===== config.mk =====
export PLATFORM = sky130hd
export DESIGN_NAME = div_seq_flat
export DESIGN_NICKNAME = d
export VERILOG_FILES = /design/src/rtl/div_if.sv /design/src/rtl/div_seq.sv /design/src/flat_wrapper.sv
export SDC_FILE = /design/constraint.sdc
export NUM_CORES = 1
export LEC_CHECK = 0
export CORE_ASPECT_RATIO = 0.7
export CORE_UTILIZATION = 35
export CTS_CLUSTER_DIAMETER = 120
export DETAILED_ROUTE_END_ITERATION = 8
export GPL_TIMING_DRIVEN = 1
export HOLD_SLACK_MARGIN = 0.15
export PLACE_DENSITY = 0.57
export SYNTH_ARGS = -nofsm -noshare
export SYNTH_HDL_FRONTEND = slang
export SYNTH_SLANG_ARGS = --single-unit
export TNS_END_PERCENT = 20

===== constraint.sdc =====
create_clock -name clk -period 4.9 [get_ports clk]
set_clock_uncertainty 0.15 [all_clocks]
set_input_delay 0.49 -clock clk [delete_from_list [all_inputs] [get_ports clk]]
set_output_delay 0.49 -clock clk [all_outputs]
set_load 0.01 [all_outputs]

===== src/rtl/div_if.sv =====
// Handshake and data bundle between the EX stage (master) and the divide sequencer (slave).
// start_i is a request held until ready_o is seen; ready_o qualifies result_o and stays high while start_i is held.
interface div_if;
  logic        signed_div_i;
  logic [31:0] opdata1_i;
  logic [31:0] opdata2_i;
  logic        start_i;
  logic        annul_i;
  logic [63:0] result_o;
  logic        ready_o;

  modport master (
    output signed_div_i, opdata1_i, opdata2_i, start_i, annul_i,
    input  result_o, ready_o
  );

  modport slave (
    input  signed_div_i, opdata1_i, opdata2_i, start_i, annul_i,
    output result_o, ready_o
  );
endinterface


===== src/rtl/div_seq.sv =====
// Multi-cycle radix-2 restoring divider for div/divu: 32 shift-subtract steps, result {remainder, quotient}.
// Sign handling is done on magnitudes; signs are re-applied when the result is loaded.
module div_seq (
  input  logic       clk,
  input  logic       rst,
  div_if.slave       bus,
  output logic [1:0] dbg_state
);

  typedef enum logic [1:0] {
    FREE   = 2'd0,
    BYZERO = 2'd1,
    ON     = 2'd2,
    END    = 2'd3
  } state_t;

  state_t      state_q, state_n;
  logic [64:0] dividend_q, dividend_n;
  logic [31:0] divisor_q, divisor_n;
  logic [5:0]  cnt_q, cnt_n;
  logic        sgn_q, sgn_n;
  logic        neg1_q, neg1_n;
  logic        neg2_q, neg2_n;
  logic [63:0] result_q, result_n;
  logic        ready_q, ready_n;

  logic [32:0] diff;
  logic [31:0] abs1, abs2;
  logic [31:0] quo_raw, rem_raw, quo_fix, rem_fix;

  always_comb begin
    diff    = {1'b0, dividend_q[63:32]} - {1'b0, divisor_q};
    abs1    = (bus.signed_div_i && bus.opdata1_i[31]) ? (~bus.opdata1_i + 32'd1) : bus.opdata1_i;
    abs2    = (bus.signed_div_i && bus.opdata2_i[31]) ? (~bus.opdata2_i + 32'd1) : bus.opdata2_i;
    quo_raw = dividend_q[31:0];
    rem_raw = dividend_q[64:33];
    // Quotient sign follows the operand signs; remainder always follows the dividend.
    quo_fix = (sgn_q && (neg1_q ^ neg2_q)) ? (~quo_raw + 32'd1) : quo_raw;
    rem_fix = (sgn_q && neg1_q) ? (~rem_raw + 32'd1) : rem_raw;
  end

  always_comb begin
    state_n    = state_q;
    dividend_n = dividend_q;
    divisor_n  = divisor_q;
    cnt_n      = cnt_q;
    sgn_n      = sgn_q;
    neg1_n     = neg1_q;
    neg2_n     = neg2_q;
    result_n   = result_q;
    ready_n    = ready_q;

    case (state_q)
      FREE: begin
        ready_n  = 1'b0;
        result_n = 64'd0;
        if (bus.start_i && !bus.annul_i) begin
          if (bus.opdata2_i == 32'd0) begin
            state_n = BYZERO;
          end else begin
            state_n    = ON;
            dividend_n = {32'd0, abs1, 1'b0};
            divisor_n  = abs2;
            cnt_n      = 6'd0;
            sgn_n      = bus.signed_div_i;
            neg1_n     = bus.opdata1_i[31];
            neg2_n     = bus.opdata2_i[31];
          end
        end
      end

      BYZERO: begin
        state_n  = END;
        result_n = 64'd0;
        ready_n  = 1'b1;
      end

      ON: begin
        if (bus.annul_i) begin
          state_n    = FREE;
          dividend_n = 65'd0;
          divisor_n  = 32'd0;
          cnt_n      = 6'd0;
          sgn_n      = 1'b0;
          neg1_n     = 1'b0;
          neg2_n     = 1'b0;
          result_n   = 64'd0;
          ready_n    = 1'b0;
        end else if (cnt_q != 6'd32) begin
          if (!diff[32]) dividend_n = {diff[31:0], dividend_q[31:0], 1'b1};
          else           dividend_n = {dividend_q[63:0], 1'b0};
          cnt_n = cnt_q + 6'd1;
        end else begin
          state_n  = END;
          result_n = {rem_fix, quo_fix};
          ready_n  = 1'b1;
        end
      end

      END: begin
        if (!bus.start_i) begin
          state_n  = FREE;
          ready_n  = 1'b0;
          result_n = 64'd0;
        end
      end

      default: state_n = FREE;
    endcase
  end

  always_ff @(posedge clk) begin
    if (rst) begin
      state_q    <= FREE;
      dividend_q <= 65'd0;
      divisor_q  <= 32'd0;
      cnt_q      <= 6'd0;
      sgn_q      <= 1'b0;
      neg1_q     <= 1'b0;
      neg2_q     <= 1'b0;
      result_q   <= 64'd0;
      ready_q    <= 1'b0;
    end else begin
      state_q    <= state_n;
      dividend_q <= dividend_n;
      divisor_q  <= divisor_n;
      cnt_q      <= cnt_n;
      sgn_q      <= sgn_n;
      neg1_q     <= neg1_n;
      neg2_q     <= neg2_n;
      result_q   <= result_n;
      ready_q    <= ready_n;
    end
  end

  assign bus.result_o = result_q;
  assign bus.ready_o  = ready_q;
  assign dbg_state    = state_q;

endmodule


===== src/flat_wrapper.sv =====
// flat-port wrapper written by rule: the top's interface ports become plain ports
module div_seq_flat 
  (clk, rst, dbg_state, bus_signed_div_i, bus_opdata1_i, bus_opdata2_i, bus_start_i, bus_annul_i, bus_result_o, bus_ready_o);
  div_if bus_i ();
  input  logic clk;
  input  logic rst;
  output logic [1:0] dbg_state;
  input wire logic [$bits(bus_i.signed_div_i)-1:0] bus_signed_div_i;
  input wire logic [$bits(bus_i.opdata1_i)-1:0] bus_opdata1_i;
  input wire logic [$bits(bus_i.opdata2_i)-1:0] bus_opdata2_i;
  input wire logic [$bits(bus_i.start_i)-1:0] bus_start_i;
  input wire logic [$bits(bus_i.annul_i)-1:0] bus_annul_i;
  output wire logic [$bits(bus_i.result_o)-1:0] bus_result_o;
  output wire logic [$bits(bus_i.ready_o)-1:0] bus_ready_o;
  assign bus_i.signed_div_i = bus_signed_div_i;
  assign bus_i.opdata1_i = bus_opdata1_i;
  assign bus_i.opdata2_i = bus_opdata2_i;
  assign bus_i.start_i = bus_start_i;
  assign bus_i.annul_i = bus_annul_i;
  assign bus_result_o = bus_i.result_o;
  assign bus_ready_o = bus_i.ready_o;
  div_seq u_core (.clk(clk), .rst(rst), .bus(bus_i), .dbg_state(dbg_state));
endmodule

==> impl_metrics.yaml <==
outcome:
  status: "finished, final reports clean"
worst_setup_path:
  worstSetupEndpointType: "flop"
  crit_type: "in -> reg"
  max_stage_delay_ns: 0.78
  cp_cell_sequence: "clkdlybuf4s50_1, or4_4, or4_4, nor4b_4, a31oi_4, inv_2, a31oi_4, nor2_4, a22oi_1, a21oi_1"
  slowest_stage: "nor2_4"
  worstPathArrival_ns: 4.18
  r2r_cells: 12
  r2r-start: "u_core.dividend_q[32]$_SDFFE_PP0P_"
  start_kind: "primary input"
  path_max_fanout: 43
  r2r-end: "u_core.dividend_q[38]$_SDFFE_PP0P_"
  reg2reg_slack_ns: 1.05
  cp_data_required_time_ns: 5.14
placement:
  portBuffers: 135
  gp_congestion: 0.894
  placed_cell_area_um2: 12400
  hpwlAfterDp_um: 25300
  pre_cts_slack_ns: 0.545
sta:
  fin_setup_tns_ns: 0
  finalMaxSlewViolations: 0
  hold_viol_final: 0
  fmax_ghz: 0.254
  max_slew_margin_pct: 27.6
  period_minus_slack_ns: 3.94
  finalCritPeriodShare_pct: 80.5
  tightest_slew_ns: 1.09
  rsz0062_at_grt: "no"
  worst_slack_ns: 0.957
  setup_viol: 0
synthesis:
  synth_edf_count: 0
  yosysTopAreaCellShare_pct: 32.2
  yosysTopAreaCell: "dfxtp_1"
  ys_warn_count: 0
  synth.avg_cell_area_um2: 8.00
  synth_commonest_cells: "dfxtp_1 (173), nor2_1 (150), o21ai_0 (104)"
  synth.area.top_cells: "dfxtp_1 (32%), xnor2_1 (6.6%), nor2_1 (5.2%)"
  yosysUniqueCellTypes: 67
  yosysMostFrequentCell: "dfxtp_1"
  syn_inst: 1342
  synth-seq-cells: 173
  syn_area_um2: 10700
  ys_seq_area_share_pct: 32.2
  synth_top_flop_cell: "dfxtp_1"
  async_flop_share_pct: 0
  synth_nets: 1456
detailed_routing:
  drt-initial-drc-count: 783
  top_layer_used: "met4"
  drtPass1Iterations: 5
  drc: 0
  drt_wl_total_um: 33000
  route.met2.wl_um: 12700
  ant_nets: 0
  vias: 10100
  vias_per_cell: 5.42
  wl_per_cell_um: 17.7
  route.met3.wl_um: 2400
  met1_length_um: 17400
hold_path:
  hp-class: "reg -> reg"
  whs_endpoint: "u_core.bus.result_o[49]$_SDFFE_PP0P_"
  hold_start: "u_core.bus.result_o[49]$_SDFFE_PP0P_"
  whs_path_depth: 1
floorplanning:
  ioPinCount: 136
  die_h_um: 149
  dieArea_um2: 31400
  initial_core_util_pct: 35.7
  core_um2: 30100
  die_w_um: 211
  row_count: 53
clocking:
  cts_tree: "built"
  max-clock-path-buffers: 2
  cts_resized: 0
  cts-root-buf: "clkbuf_16"
  clk_latency_ns: 0.45
  post-cts-setup-buffer-count: 0
  cts_sinks: 173
  cts_buffers: 17
  cts.hold.buffers_added: 0
  htree_num_levels: 4
  clkSlewWorstSetupHoldPaths_ns: 0.08
finish:
  antennaDiodeCount: 0
  drive_gt1_share_pct: 4.77
  finalNetCount: 1548
  fin_util_pct: 43.3
  syn_to_final_growth_pct: 21.4
  finalInstanceArea_um2: 13000
power:
  irDropWorstVdd_mv: 0.242
  p_total_mw: 4.32
  power_density_nw_per_um2: 331
  p_leak_nw: 4.85
global_routing:
  grt_overflow: 0
  grt_pass1_vias: 9056
  grt_max_degree: 51
  track_usage_pct: 20.9
  grt_pass1_wl_um: 51200
  antenna_found_initial: 0
job:
  max_cap_viol_count: 0
[state kept, by name, indices dropped and copies added (netlist names)]
signal	count
u_core.cnt_q	6
u_core.dbg_state	2
u_core.dividend_q	65
u_core.neg1_q	1
u_core.bus.result_o	64
u_core.divisor_q	32
u_core.sgn_q	1
u_core.bus.ready_o	1
u_core.neg2_q	1
[critical path: cells and delay by family]
kind            cells  cell delay [ns]
compound gates      4             0.73
buf+inv             2             0.63
simple gates        4             2.30
[metrics by stage]
stage	instances	hold slack, ns
2_1_floorplan	1342	0.307
4_1_cts	1859	0.333
5_1_grt	1859	0.350
6_report	1859	0.328
3_5_place_dp	1827	0.315
3_3_place_gp	1827	0.313
[power breakdown]
| group | leakage (nW) | total, mW | switching [mW] | internal, mW |
|---|---|---|---|---|
| sequential | 1.40 | 1.61 | 0.112 | 1.50 |
| clock | 0.295 | 1.44 | 0.615 | 0.822 |
| combinational | 3.15 | 1.27 | 0.765 | 0.510 |
[metal layers]
layer  global-route usage, %  vias to the layer above
li1                        -                     5024
met1                    33.0                     4735
met2                    27.6                      290
met3                    4.58                       27
met4                    5.04                        0
met5                       0                        -
[worst max-delay path by stage]
| stage | slack, ns | start | to | cells after the start |
|---|---|---|---|---|
| 5_1_grt | 0.76 | bus_opdata2_i[10] | u_core.dividend_q[64]$_SDFFE_PP0P_ | 10 |
| 4_1_cts | 1.01 | bus_opdata2_i[10] | u_core.dividend_q[64]$_SDFFE_PP0P_ | 10 |
| 2_1_floorplan | 1.96 | bus_opdata2_i[10] | u_core.dividend_q[62]$_SDFFE_PP0P_ | 9 |
| 3_3_place_gp | 0.58 | bus_opdata2_i[10] | u_core.dividend_q[64]$_SDFFE_PP0P_ | 10 |
| 3_5_place_dp | 0.55 | bus_opdata2_i[10] | u_core.dividend_q[64]$_SDFFE_PP0P_ | 10 |
| 6_report | 0.96 | bus_opdata2_i[10] | u_core.dividend_q[64]$_SDFFE_PP0P_ | 10 |
[cell usage in the layout, fill, tap and decap left out, drive strengths merged, types with 16 or more instances in the layout]
cell type and n:
xor2 62, ha 44, a21oi 91, o22ai 33, clkbuf 20, inv 71, mux2i 17, dfxtp 173
o21ai 106, buf 17, xnor2 81, o31ai 24, a22oi 48, nor2 152, nor3 34, clkdlybuf4s50 134
a22o 33, nand2 89, or3 16
[cell families after synthesis]
logic type	Yosys count	synth area share (%)
AOI/OAI and AO/OA	430	26.2
and+or+nand+nor	385	17.2
DFF	173	32.2
buffers and inverters	146	5.45
xor gates and xnor gates	143	11.7
adders and majority gates	45	5.31
muxes	20	1.90
[area by class of cell]
cell class	instances	area (um2)
Timing Repair Buffer	151	1480
Sequential cell	173	3460
Clock inverter	12	160
Inverter	68	255
Fill cell	3054	17100
Clock buffer	20	447
Tap cell	412	515
Multi-Input combinational cell	1023	6720
(Power assumes the default switching activity.)
